## src/rtl/btn_debounce_pulse_pkg.sv

```systemverilog
// btn_debounce_pulse_pkg: debounce FSM state encodings and board-clock defaults
package btn_debounce_pulse_pkg;
  typedef enum logic [1:0] {
    IDLE         = 2'b00,
    PRESS_WAIT   = 2'b01,
    PRESSED      = 2'b10,
    RELEASE_WAIT = 2'b11
  } state_t;
  localparam int DEF_SYNC_STAGES   = 2;
  localparam int DEF_STABLE_CYCLES = 50000;
  localparam int DEF_CNT_W         = 16;
endpackage

```

## src/rtl/bit_sync.sv

```systemverilog
// bit_sync: multi-flop synchroniser for an asynchronous input with sync clear to a fixed level
module bit_sync #(
  parameter int   STAGES  = 2,
  parameter logic RST_VAL = 1'b0
) (
  input  logic clk,
  input  logic clr_n,
  input  logic d,
  output logic q
);
  logic [STAGES-1:0] ff;
  always_ff @(posedge clk)
    ff <= !clr_n ? {STAGES{RST_VAL}} : {ff[STAGES-2:0], d};
  assign q = ff[STAGES-1];
endmodule

```

## src/rtl/btn_debounce_pulse.sv

```systemverilog
// btn_debounce_pulse: synchronise and debounce a push-button into a level plus press/release pulses
module btn_debounce_pulse
  import btn_debounce_pulse_pkg::*;
#(
  parameter int   SYNC_STAGES   = DEF_SYNC_STAGES,
  parameter int   STABLE_CYCLES = DEF_STABLE_CYCLES,
  parameter int   CNT_W         = DEF_CNT_W,
  parameter logic ACTIVE_LOW    = 1'b1
) (
  input  logic clk,
  input  logic clr_n,
  input  logic btn_raw,
  output logic btn_level,
  output logic btn_press,
  output logic btn_release
);
  logic             q, s, done;
  state_t           st, nxt;
  logic [CNT_W-1:0] cnt, cnt_nxt;
  bit_sync #(.STAGES(SYNC_STAGES), .RST_VAL(ACTIVE_LOW)) u_sync (
    .clk(clk), .clr_n(clr_n), .d(btn_raw), .q(q)
  );
  assign s    = q ^ ACTIVE_LOW;
  assign done = cnt == CNT_W'(STABLE_CYCLES - 2);
  always_comb begin
    nxt     = st;
    cnt_nxt = '0;
    case (st)
      IDLE:         nxt = s ? PRESS_WAIT : IDLE;
      PRESS_WAIT: begin
        nxt     = !s ? IDLE : done ? PRESSED : PRESS_WAIT;
        cnt_nxt = (s && !done) ? cnt + 1'b1 : '0;
      end
      PRESSED:      nxt = s ? PRESSED : RELEASE_WAIT;
      RELEASE_WAIT: begin
        nxt     = s ? PRESSED : done ? IDLE : RELEASE_WAIT;
        cnt_nxt = (!s && !done) ? cnt + 1'b1 : '0;
      end
    endcase
  end
  always_ff @(posedge clk) begin
    if (!clr_n) begin
      st          <= IDLE;
      cnt         <= '0;
      btn_level   <= 1'b0;
      btn_press   <= 1'b0;
      btn_release <= 1'b0;
    end else begin
      st          <= nxt;
      cnt         <= cnt_nxt;
      btn_level   <= nxt == PRESSED || nxt == RELEASE_WAIT;
      btn_press   <= st == PRESS_WAIT && nxt == PRESSED;
      btn_release <= st == RELEASE_WAIT && nxt == IDLE;
    end
  end
endmodule

```

## config.mk

```make
export PLATFORM = sky130hd
export DESIGN_NAME = btn_debounce_pulse
export DESIGN_NICKNAME = d
export VERILOG_FILES = /design/src/rtl/btn_debounce_pulse_pkg.sv /design/src/rtl/bit_sync.sv /design/src/rtl/btn_debounce_pulse.sv
export SDC_FILE = /design/constraint.sdc
export NUM_CORES = 1
export LEC_CHECK = 0
export BUFFER_PORTS_ARGS = -buffer_cell sky130_fd_sc_hd__buf_2
export CORE_MARGIN = 5
export CORE_UTILIZATION = 40
export CTS_CLUSTER_DIAMETER = 40
export DETAILED_ROUTE_END_ITERATION = 10
export GPL_TIMING_DRIVEN = 1
export PLACE_DENSITY_LB_ADDON = 0.08
export SLEW_MARGIN = 15
export SYNTH_ARGS = -nofsm -noshare
export SYNTH_HDL_FRONTEND = slang
export SYNTH_SLANG_ARGS = --single-unit
```

## constraint.sdc

```tcl
create_clock -name clk -period 1.7 [get_ports clk]
set_input_delay 0.085 -clock clk [delete_from_list [all_inputs] [get_ports clk]]
set_output_delay 0.085 -clock clk [all_outputs]
set_load 0.05 [all_outputs]
```

## After elaboration in Yosys (flattened, before gate mapping)

Cells that the tools add are included.

- Latch bits: 0
- Memories: 0
- RAM bits: 0
- Memory bits (read-only): 0
- Register bits: 23
- Logic and storage cells: 32
- Output and inout bits: 3
- Input bits: 3

- Reduce and logical (&&, ||, !) cells: 8
- $mul: 0
- $lt $le $gt $ge: 0
- Equal/unequal tests: 6
- Add/subtract/negate cells: 1
- Bitwise logic cells: 1
- Shift operators: 0
- Div/mod/pow operators: 0
- Multiplexer cells: 10

Operators by type and width:

| operator | number |
|---|---|
| $mux W16 | 2 |
| $pmux W16 S2 | 1 |
| $add A16 B1 Y16 const B | 1 |
| $eq A16 B16 Y1 const B | 1 |
| $eq A2 B2 Y1 const B | 4 |
| $mux W2 | 4 |
| $pmux W2 S4 | 1 |
| $logic_and A1 B1 Y1 | 4 |
| $logic_not A2 Y1 | 2 |
| $eq A2 B1 Y1 const B | 1 |
| $mux W1 | 2 |
| $logic_not A1 Y1 | 1 |
| $logic_or A1 B1 Y1 | 1 |
| $not A1 Y1 | 1 |

## Longest topological paths before layout

Gate-level depths: netlist of the first run.

- Word-level depth: 6
- Mapped depth: 7

## Hierarchy

A second synthesis of the first run with hierarchy kept.

- Cells, all modules: 107
- Area, all modules: 982.2 µm²

By module, submodules not included:

| module | sequential area each (µm²) | instances | area an instance (µm²) | cells each |
|---|---|---|---|---|
| btn_debounce_pulse | 420.4 | 1 | 929.6 | 103 |
| bit_sync | 40.0 | 1 | 52.6 | 4 |

## Worst setup path after synthesis of the first run

OpenSTA, ideal clock, no wires.

- Kind: reg-to-reg
- Start: register cnt[4]
- End: register cnt[12]
- Library setup time: 0.115 ns
- Path buffers: 1
- Data required time: 1.585 ns
- Path slack: 0.013 ns
- Cell stages (with the launch flop): 6
- Arrival time: 1.572 ns
- Period minus slack after synthesis: 1.687 ns
- Cells stage by stage: dfxtp_1 or4_4 nor4_4 nand4b_4 buf_6 nor2_1

- Longest elaborated chain between the ends: 5
- Elaborated cells between the ends (all ways): 8
- Classes of those cells: add/sub (1); eq/ne (1); mux (3); reduce/logical (3)

RTL lines:

| element | RTL line | text |
|---|---|---|
| start, declared | btn_debounce_pulse.sv:19 | `logic [CNT_W-1:0] cnt, cnt_nxt;` |
| start signal, assigned | btn_debounce_pulse.sv:50 | `cnt <= cnt_nxt;` |
| branches (longest 4 deep; another with $add A16 B1 Y16) | n/a |  |
| $pmux W16 S2 (*) | btn_debounce_pulse.sv:28 | `case (st)` |

Every way passes the cells marked *.
A chain may end at the register's enable or synchronous reset.

## Final worst setup path of the first run

- Start: register cnt[15]
- End: register cnt[5]

- Longest elaborated chain between the ends: 5
- Elaborated cells between the ends (all ways): 7
- Classes of those cells: eq/ne (1); mux (3); reduce/logical (3)

RTL lines:

| element | RTL line | text |
|---|---|---|
| $eq A16 B16 Y1 (*) | btn_debounce_pulse.sv:24 | `assign done = cnt == CNT_W'(STABLE_CYCLES - 2);` |
| $logic_not A1 Y1 (*) | btn_debounce_pulse.sv:32, btn_debounce_pulse.sv:37 |  |
| $logic_and A1 B1 Y1 (on tied branches) | btn_debounce_pulse.sv:37, btn_debounce_pulse.sv:32 |  |
| $mux W16 (on tied branches) | btn_debounce_pulse.sv:37, btn_debounce_pulse.sv:32 |  |
| $pmux W16 S2 (*) | btn_debounce_pulse.sv:28 |  |

Mark *: on every way between the ends. The rest lies on a longest branch, timed or not.

==> results of run 1 <==
cells in the final DEF, fill, tap and decap left out, drive strengths merged:
| cell | count |
|---|---|
| o41ai | 1 |
| xnor2 | 8 |
| nand4b | 3 |
| ha | 2 |
| nor4 | 3 |
| nor2 | 17 |
| and2 | 1 |
| a21oi | 2 |
| o21ai | 1 |
| dlygate4sd3 | 1 |
| or4 | 1 |
| dfxtp | 23 |
| and3 | 1 |
| nand4 | 3 |
| and4 | 1 |
| nand3 | 9 |
| buf | 16 |
| clkbuf | 4 |
| nand2 | 6 |
| xor2 | 5 |
| or4b | 1 |
| or3 | 2 |
| or4bb | 1 |
| nand2b | 2 |
| inv | 4 |
| nor3 | 4 |
| o211a | 2 |
per-layer routing:
metal  track usage, %  routed length, um  vias to the layer above
met4             6.01                 34                        0
met5                0                  0                        -
li1                 -                  -                      402
met1             15.9                920                      365
met3             4.10                 96                        4
met2             19.9                954                       14
flip-flops by register name, summed over array words and instances, names as in the netlist:
signal / flops
st: 2
btn_release: 1
cnt: 16
u_sync.ff: 2
btn_level: 1
btn_press: 1
final cells by class:
| cell class | instances | area (um2) | area share [%] |
|---|---|---|---|
| clock buffers | 4 | 26.3 | 2.17 |
| inverters | 4 | 15.0 | 1.24 |
| multi-input cells | 76 | 544 | 45.0 |
| flip-flops and latches | 23 | 469 | 38.8 |
| well taps | 30 | 37.5 | 3.10 |
| repair buffers | 17 | 118 | 9.72 |
synthesized netlist by cell type (2+ instances only):
cell type,number
dfxtp_1,23
a21oi_1,2
nand2_1,6
xnor2_1,8
o211a_1,2
nor2_1,17
nor3_1,4
nand2b_1,2
inv_1,4
nor4_1,2
or3_1,2
nand3_1,9
xor2_1,5
ha_1,2
nand4_1,3
power breakdown:
group          internal, mW  switching, mW
logic               0.00559        0.00729
clock network        0.0918          0.162
registers             0.541        0.00312
total                 0.639          0.172
worst max-delay path, cell delays in order (launching register included):
cell      delay, ns
dfxtp_2        0.36
or4bb_4        0.55
nor4_4         0.39
nand4b_4       0.28
nor2_1         0.06
through the flow:
step           instances  TNS (ns)  instance area [um2]
2_1_floorplan        104         0                  990
3_3_place_gp         146  -0.00646                 1100
3_5_place_dp         146    -0.367                 1100
4_1_cts              153   -0.0718                 1170
5_1_grt              154     -1.96                 1210
6_report             154    -0.378                 1210
worst paths after layout:
kind	from	to	slack [ns]
worst max-delay path	cnt[15]	cnt[5]	-0.04
worst min-delay path	clr_n	u_sync.ff[1]	0.05
worst max register to register	cnt[15]	cnt[5]	-0.04
worst min register to register	u_sync.ff[0]	u_sync.ff[1]	0.43
timing repair:
action / 4_1_cts / 5_1_grt
gates resized for setup: 3 / 12
pin swaps: 4 / 8
hold buffers: 1 / 0
cloned: 1 / 0
endpoints found under the setup margin: 16 / 20
buffers inserted: 1 / 1
hold endpoints to repair: 1 / 0
cell families after synthesis:
| kind of cell | synth area share [%] |
|---|---|
| adder cells (fa/ha/maj) | 2.53 |
| buffers and inverters | 3.16 |
| AND/OR/NAND/NOR | 31.9 |
| XOR/XNOR | 11.5 |
| AO/OA/AOI/OAI | 4.42 |
| flip-flops | 46.5 |
==> results_dict.tcl, run 1 <==
set metrics [dict create \
    vdd_drop_max_v 0.000490 \
    synth_edf_count 0 \
    setup_slack_ns -0.0365 \
    netlist.area_leader.share_pct 46.5 \
    antenna_cells 0 \
    worstSkewPairLatency_ns 0.32 \
    timing.fmax_ghz 0.576 \
    ys_types 28 \
    grt_pass1_vias 789 \
    post-route-period-util_pct 102 \
    cts-htree-levels 1 \
    grt_max_degree 13 \
    cp-start-kind "flip-flop" \
    async_flop_share_pct 0 \
    via_per_inst 5.10 \
    post-route-util_pct 49.7 \
    antenna_found_initial 0 \
    fin_nets 130 \
    finalPower_mw 0.811 \
    wirelength_um 2010 \
    grt_pass1_wl_um 3390 \
    drv_slew 0 \
    hp-class "input pin to flip-flop" \
    syn-cell-area_um2 990 \
    gp_congestion 0.779 \
    cts-buffers-inserted 3 \
    port_buffers 5 \
    fp.dieH_um 59.7 \
    whs_ns 0.0477 \
    num_rows 18 \
    cp-end-kind "flip-flop" \
    drive_gt1_share_pct 29.8 \
    max_slew_margin_pct 63.9 \
    min_period_ns 1.74 \
    die_w_um 59.7 \
    max_slew.worst_pin.slew_ns 0.538 \
    fp.coreArea_mm2 0.00243 \
    cts_buffer_depth 2 \
    antenna_left 0 \
    hold_viol_final 0 \
    hpwl_um 1320 \
    start_util_pct 40.7 \
    clock_skew_ns 0.00986 \
    num_vias 785 \
    leakage_nw 0.443 \
    hold_depth 2 \
    grt_overflow 0 \
    syn_avg_cell_area_um2 9.52 \
    cp_data_arrival_time_ns 1.95 \
    ios 6 \
    cap_violations 0 \
    cts.clk_slew.worst_paths_ns 0.13 \
    clock_sinks 23 \
    grt_use_total_pct 12.8 \
    drc 0 \
    postSynthNetCount 109 \
    synthCells 104 \
    synth_top_flop_cell "dfxtp_1" \
    clockRootBuffer "clkbuf_4" \
    synth_area_leaders "dfxtp_1 47%, xnor2_1 7.1%, nor2_1 6.4%" \
    cts_tree "built" \
    drt-wirelength-per-cell_um 13.0 \
    place_ws_ns -0.0305 \
    fillers 254 \
    rsz0062_at_grt "yes" \
    ys_ff_latch 23 \
    synth_top_area_cell "dfxtp_1" \
    ys_seq_area_share_pct 46.5 \
    cp.required_ns 1.91 \
    die-area_mm2 0.00357 \
    crit_type "flip-flop to flip-flop" \
    violations "negative setup slack" \
    finalSetupViolCount 16 \
    status "finished with violations" \
    syn_to_final_growth_pct 22.3 \
    dr.first_iter.drc_count 26 \
    dr.pass1.iters 4 \
    reg2reg_depth 4 \
    cellPowerDensity_mw_per_mm2 670 \
    worstPathMaxFanout 8 \
    yosysWarnings 0 \
]
Note: power is estimated with default switching activity, not from simulation.
==> inputs of run 2 (changes only) <==
--- a/config.mk
+++ b/config.mk
@@ -15,4 +15,5 @@
 export SLEW_MARGIN = 15
 export SYNTH_ARGS = -nofsm -noshare
 export SYNTH_HDL_FRONTEND = slang
+export SYNTH_HIERARCHICAL = 1
 export SYNTH_SLANG_ARGS = --single-unit
==> results_dict.tcl, run 2 <==
set metrics [dict create \
    crit_type "flip-flop to flip-flop" \
    num_vias 806 \
    syn-cell-area_um2 982 \
    use_met1_pct 15.9 \
    port_buffers 5 \
    async_flop_share_pct 0 \
    top_register "cnt" \
    drt-wirelength-per-cell_um 12.2 \
    violations "negative setup slack" \
    worstPathMaxFanout 8 \
    max_slew.worst_pin.slew_ns 0.492 \
    syn_avg_cell_area_um2 9.18 \
    ys_types 25 \
    ys_top_cells_by_count "23 x dfxtp_1, 21 x nor2_1, 12 x xnor2_1" \
    layout_commonest_cell "dfxtp_1" \
    reg2reg_from "cnt[10]" \
    clockRootBuffer "clkbuf_4" \
    cellPowerDensity_mw_per_mm2 631 \
    cp-end-kind "flip-flop" \
    setup_slack_ns -0.0765 \
    grt_pass1_vias 740 \
    synth_top_flop_cell "dfxtp_1" \
    cts_tree "built" \
    place_ws_ns -0.0739 \
    timing.fmax_ghz 0.563 \
    die_w_um 59.6 \
    cts-buffers-inserted 3 \
    start_util_pct 40.8 \
    worstSkewPairLatency_ns 0.31 \
    die-area_mm2 0.00355 \
    cpMostUsedCell "or4_4" \
    grt_overflow 0 \
    hold_viol_final 0 \
    dr.first_iter.drc_count 4 \
    num_rows 18 \
    grt_pass1_wl_um 3250 \
    grtUsageMet2_pct 19.5 \
    synth_top_area_cell "dfxtp_1" \
    busiest_layer "met2" \
    antenna_left 0 \
    clock_sinks 23 \
    grt_max_degree 13 \
    final_cell_mix "18 x dfxtp_1, 14 x buf_4, 12 x xnor2_1" \
    status "finished with violations" \
    whs_ns 0.425 \
    cp.required_ns 1.92 \
    yosysWarnings 6 \
    drive_gt1_share_pct 36.8 \
    whs_endpoint "u_sync/ff[1]" \
    wirelength_um 1990 \
    vdd_drop_max_v 0.000526 \
    largest_reg_flops 16 \
    ff2ff_setup_slack_ns -0.08 \
    cap_violations 0 \
    finalPower_mw 0.805 \
    critPathTopFamily "simple AND/OR/NAND/NOR gates" \
    synth_edf_count 0 \
    timing.rr.end "cnt[6]" \
    crit_path_max_incr_delay_ns 0.58 \
    min_period_ns 1.78 \
    cts-htree-levels 1 \
    fin_nets 139 \
    slowest_stage "or4_4" \
    clock_skew_ns 0.000659 \
    finalSetupViolCount 18 \
    reg_top3 "cnt (16), st (2), u_sync/ff (2)" \
    hp-class "flip-flop to flip-flop" \
    rsz0062_at_grt "yes" \
    fp.dieH_um 59.6 \
    fp.coreArea_mm2 0.00241 \
    post-route-period-util_pct 104 \
    cp_cell_sequence "or4_4 -> or4_4 -> nand2_8 -> nor2_2" \
    reg2reg_depth 4 \
    antenna_cells 0 \
    synth_area_leaders "dfxtp_1 47%, xnor2_1 11%, nor2_1 8.0%" \
    hp-start "u_sync/ff[0]" \
    grt_util_met3_pct 1.96 \
    hold_depth 1 \
    gp_congestion 0.764 \
    hpwl_um 1360 \
    cts_buffer_depth 2 \
    ios 6 \
    cp-start-kind "flip-flop" \
    grt_use_total_pct 12.6 \
    postSynthNetCount 112 \
    netlist.area_leader.share_pct 46.9 \
    yosysMostFrequentCell "dfxtp_1" \
    drc 0 \
    path_buf_inv 0 \
    drv_slew 0 \
    cts.clk_slew.worst_paths_ns 0.12 \
    via_per_inst 4.94 \
    syn_to_final_growth_pct 29.9 \
    max_slew_margin_pct 67.2 \
    synthCells 107 \
    antenna_found_initial 0 \
    ys_ff_latch 23 \
    cp_data_arrival_time_ns 1.99 \
    leakage_nw 0.407 \
    ys_seq_area_share_pct 46.9 \
    dr.pass1.iters 4 \
]
## run 2: cell count changes in the layout (fill, tap and decap cells not counted), sizes merged, moves of 3 or more
cell,before,now
nand4,3,6
buf,16,19
xor2,5,1
xnor2,8,12
nor2,17,21
## run 2: cell families after synthesis
kind of cell	count (synthesis)	share of synthesized area, %
AND/OR/NAND/NOR	61	33.6
XOR/XNOR	13	11.6
buffers and inverters	5	3.06
adder cells (fa/ha/maj)	2	2.55
multiplexers	1	1.02
flip-flops	23	46.9
AO/OA/AOI/OAI	2	1.27
## run 2: worst max-delay path by stage
stage / start / to / slack, ns / depth (start not counted)
final: cnt[10] / cnt[6] / -0.08 / 4
after CTS: cnt[13] / cnt[6] / -0.03 / 4
after detailed placement: cnt[7] / cnt[6] / -0.07 / 4
after global placement: cnt[7] / cnt[5] / -0.04 / 4
after floorplan: cnt[7] / cnt[7] / -0.05 / 5
after global routing: cnt[1] / cnt[15] / -0.14 / 5
## run 2: where the power goes
part | switching (mW) | leakage [nW] | internal, mW
registers | 0.00172 | 0.188 | 0.541
logic | 0.00502 | 0.204 | 0.00856
clock network | 0.157 | 0.0150 | 0.0917
## run 2: layout make-up
type / instances / area [um2]
clock buffers: 4 / 26.3
fillers: 225 / 1130
inverters: 4 / 15.0
multi-input cells: 80 / 571
flip-flops and latches: 23 / 467
well taps: 30 / 37.5
repair buffers: 22 / 160
## run 2: what timing repair did
item / CTS / global route
pin swaps: 5 / 5
endpoints found under the setup margin: 18 / 18
setup buffers: 0 / 0
endpoints found under the hold margin: 2 / 0
cloned: 1 / 0
resized for setup: 3 / 18
hold buffers: 3 / 0
## run 2: worst register-to-register path, stage by stage (launching register included)
cell and delay (ns):
dfxtp_2 0.34, or4_4 0.55, or4_4 0.58, nand2_8 0.15, nor2_2 0.06
## run 2: metrics by stage
stage	std cells	area [um2]	util [%]	setup TNS [ns]
floorplan	107	985	-	-0.493
global placement	155	1140	47.2	-0.566
detailed placement	155	1140	47.2	-0.931
CTS	163	1220	50.7	-0.519
global route	163	1280	53.0	-2.04
finish	163	1280	53.0	-0.903
## run 2: layer usage
| metal | vias up | routed length [um] |
|---|---|---|
| li1 | 427 | - |
| met1 | 369 | 901 |
| met2 | 6 | 992 |
| met3 | 4 | 61 |
| met4 | 0 | 37 |
| met5 | - | 0 |
==> inputs of run 3 (changes only) <==
--- a/config.mk
+++ b/config.mk
@@ -8,6 +8,7 @@
 export BUFFER_PORTS_ARGS = -buffer_cell sky130_fd_sc_hd__buf_2
 export CORE_MARGIN = 5
 export CORE_UTILIZATION = 40
+export CTS_BUF_LIST = sky130_fd_sc_hd__clkbuf_4 sky130_fd_sc_hd__clkbuf_8
 export CTS_CLUSTER_DIAMETER = 40
 export DETAILED_ROUTE_END_ITERATION = 10
 export GPL_TIMING_DRIVEN = 1
==> results_dict.tcl, run 3 (synthesized netlist as in run 2, its figures left out) <==
set metrics [dict create \
    status "finished with violations" \
    violations "negative setup slack" \
    cts.clk_slew.worst_paths_ns 0.12 \
    cp-start-kind "flip-flop" \
    dr.pass1.iters 2 \
    drive_gt1_share_pct 37.6 \
    cts_tree "built" \
    gp_congestion 0.764 \
    cap_violations 0 \
    via_per_inst 4.98 \
    setup_slack_ns -0.0723 \
    cellPowerDensity_mw_per_mm2 639 \
    reg_top3 "cnt (16), st (2), u_sync/ff (2)" \
    cp-end-kind "flip-flop" \
    clock_skew_ns 0.00487 \
    antenna_left 0 \
    reg2reg_from "cnt[10]" \
    drc 0 \
    layout_commonest_cell "dfxtp_1" \
    min_period_ns 1.77 \
    cp_data_arrival_time_ns 1.98 \
    cp.required_ns 1.91 \
    dp_cells 155 \
    antenna_cells 0 \
    worstSkewPairLatency_ns 0.31 \
    final_cells 163 \
    cts-buffers-inserted 3 \
    grt_max_degree 13 \
    cts-htree-levels 1 \
    post-route-period-util_pct 104 \
    grt_pass1_wl_um 3260 \
    rsz0062_at_grt "yes" \
    grt_pass1_vias 741 \
    fp.dieH_um 59.6 \
    hp-class "flip-flop to flip-flop" \
    syn_to_final_growth_pct 30.3 \
    startpoint "cnt[10]" \
    die-area_mm2 0.00355 \
    dr.first_iter.drc_count 2 \
    worstPathMaxFanout 8 \
    grt_use_total_pct 12.5 \
    max_slew.worst_pin.slew_ns 0.489 \
    place_ws_ns -0.0739 \
    clock_sinks 23 \
    grt_overflow 0 \
    multi_input_area_um2 571 \
    hp-start "u_sync/ff[0]" \
    start_util_pct 40.8 \
    hold_viol_final 0 \
    regArea_um2 467 \
    hpwl_um 1360 \
    ios 6 \
    fin_nets 139 \
    wirelength_um 1960 \
    leakage_nw 0.411 \
    drv_slew 0 \
    top_register "cnt" \
    cts_buffer_depth 2 \
    fp.coreArea_mm2 0.00241 \
    clockRootBuffer "clkbuf_4" \
    num_rows 18 \
    finalSetupViolCount 16 \
    num_vias 812 \
    antenna_found_initial 0 \
    die_w_um 59.6 \
    fillers 225 \
    largest_reg_flops 16 \
    post-route-util_pct 53.1 \
    drt-wirelength-per-cell_um 12.0 \
    final_cell_mix "18 x dfxtp_1, 14 x buf_4, 12 x xnor2_1" \
    crit_type "flip-flop to flip-flop" \
    port_buffers 5 \
    max_slew_margin_pct 67.4 \
    cts_setup_buffers 0 \
    vdd_drop_max_v 0.000544 \
    timing.fmax_ghz 0.564 \
]
run 3: changes by cell type in the layout (fill, tap and decap cells not counted):
| cell | change |
|---|---|
| clkbuf_4 | +1 |
| clkbuf_1 | -1 |
run 3: critical path, cell delays in order, from the launching register on:
cell	delay [ns]
dfxtp_2	0.34
or4_4	0.55
or4_4	0.58
nand2_8	0.15
nor2_2	0.05
run 3: cell type report:
| type | count | area share (%) |
|---|---|---|
| repair buffers | 22 | 12.5 |
| multi-input cells | 80 | 44.6 |
| clock buffers | 4 | 2.35 |
| inverters | 4 | 1.17 |
| well taps | 30 | 2.93 |
| flip-flops and latches | 23 | 36.5 |
run 3: final timing paths:
| path | to | slack (ns) | cells past startpoint |
|---|---|---|---|
| max | cnt[6] | -0.07 | 4 |
| min | u_sync/ff[1] | 0.42 | 1 |
| max reg2reg | cnt[6] | -0.07 | 4 |
| min reg2reg | u_sync/ff[1] | 0.42 | 1 |
run 3: report_power, final:
| group | internal (mW) | leakage, nW | switching [mW] |
|---|---|---|---|
| clock | 0.108 | 0.0184 | 0.153 |
| combinational | 0.00856 | 0.204 | 0.00501 |
| sequential | 0.541 | 0.188 | 0.00173 |
run 3: timing repair:
action / in CTS / in global routing
gates resized for setup: 3 / 18
hold buffers: 3 / 0
endpoints found under the hold margin: 2 / 0
setup endpoints to repair: 18 / 18
cloned: 1 / 0
pin swaps: 5 / 5
run 3: metal layers:
layer	wire length, um	vias up	GRT usage, %
met2	987	6	19.7
met3	62	4	1.96
li1	-	425	-
met5	0	-	0
met1	886	377	15.9
met4	25	0	7.59
run 3: per-stage QoR:
| stage | power [mW] | TNS (ns) | hold WS, ns | cell area (um2) |
|---|---|---|---|---|
| floorplan | 0.559 | -0.493 | 0.158 | 985 |
| global placement | 0.563 | -0.566 | 0.270 | 1140 |
| detailed placement | 0.563 | -0.931 | 0.273 | 1140 |
| CTS | 0.833 | -0.521 | 0.427 | 1220 |
| global route | 0.855 | -2.04 | 0.471 | 1280 |
| finish | 0.817 | -0.829 | 0.425 | 1280 |
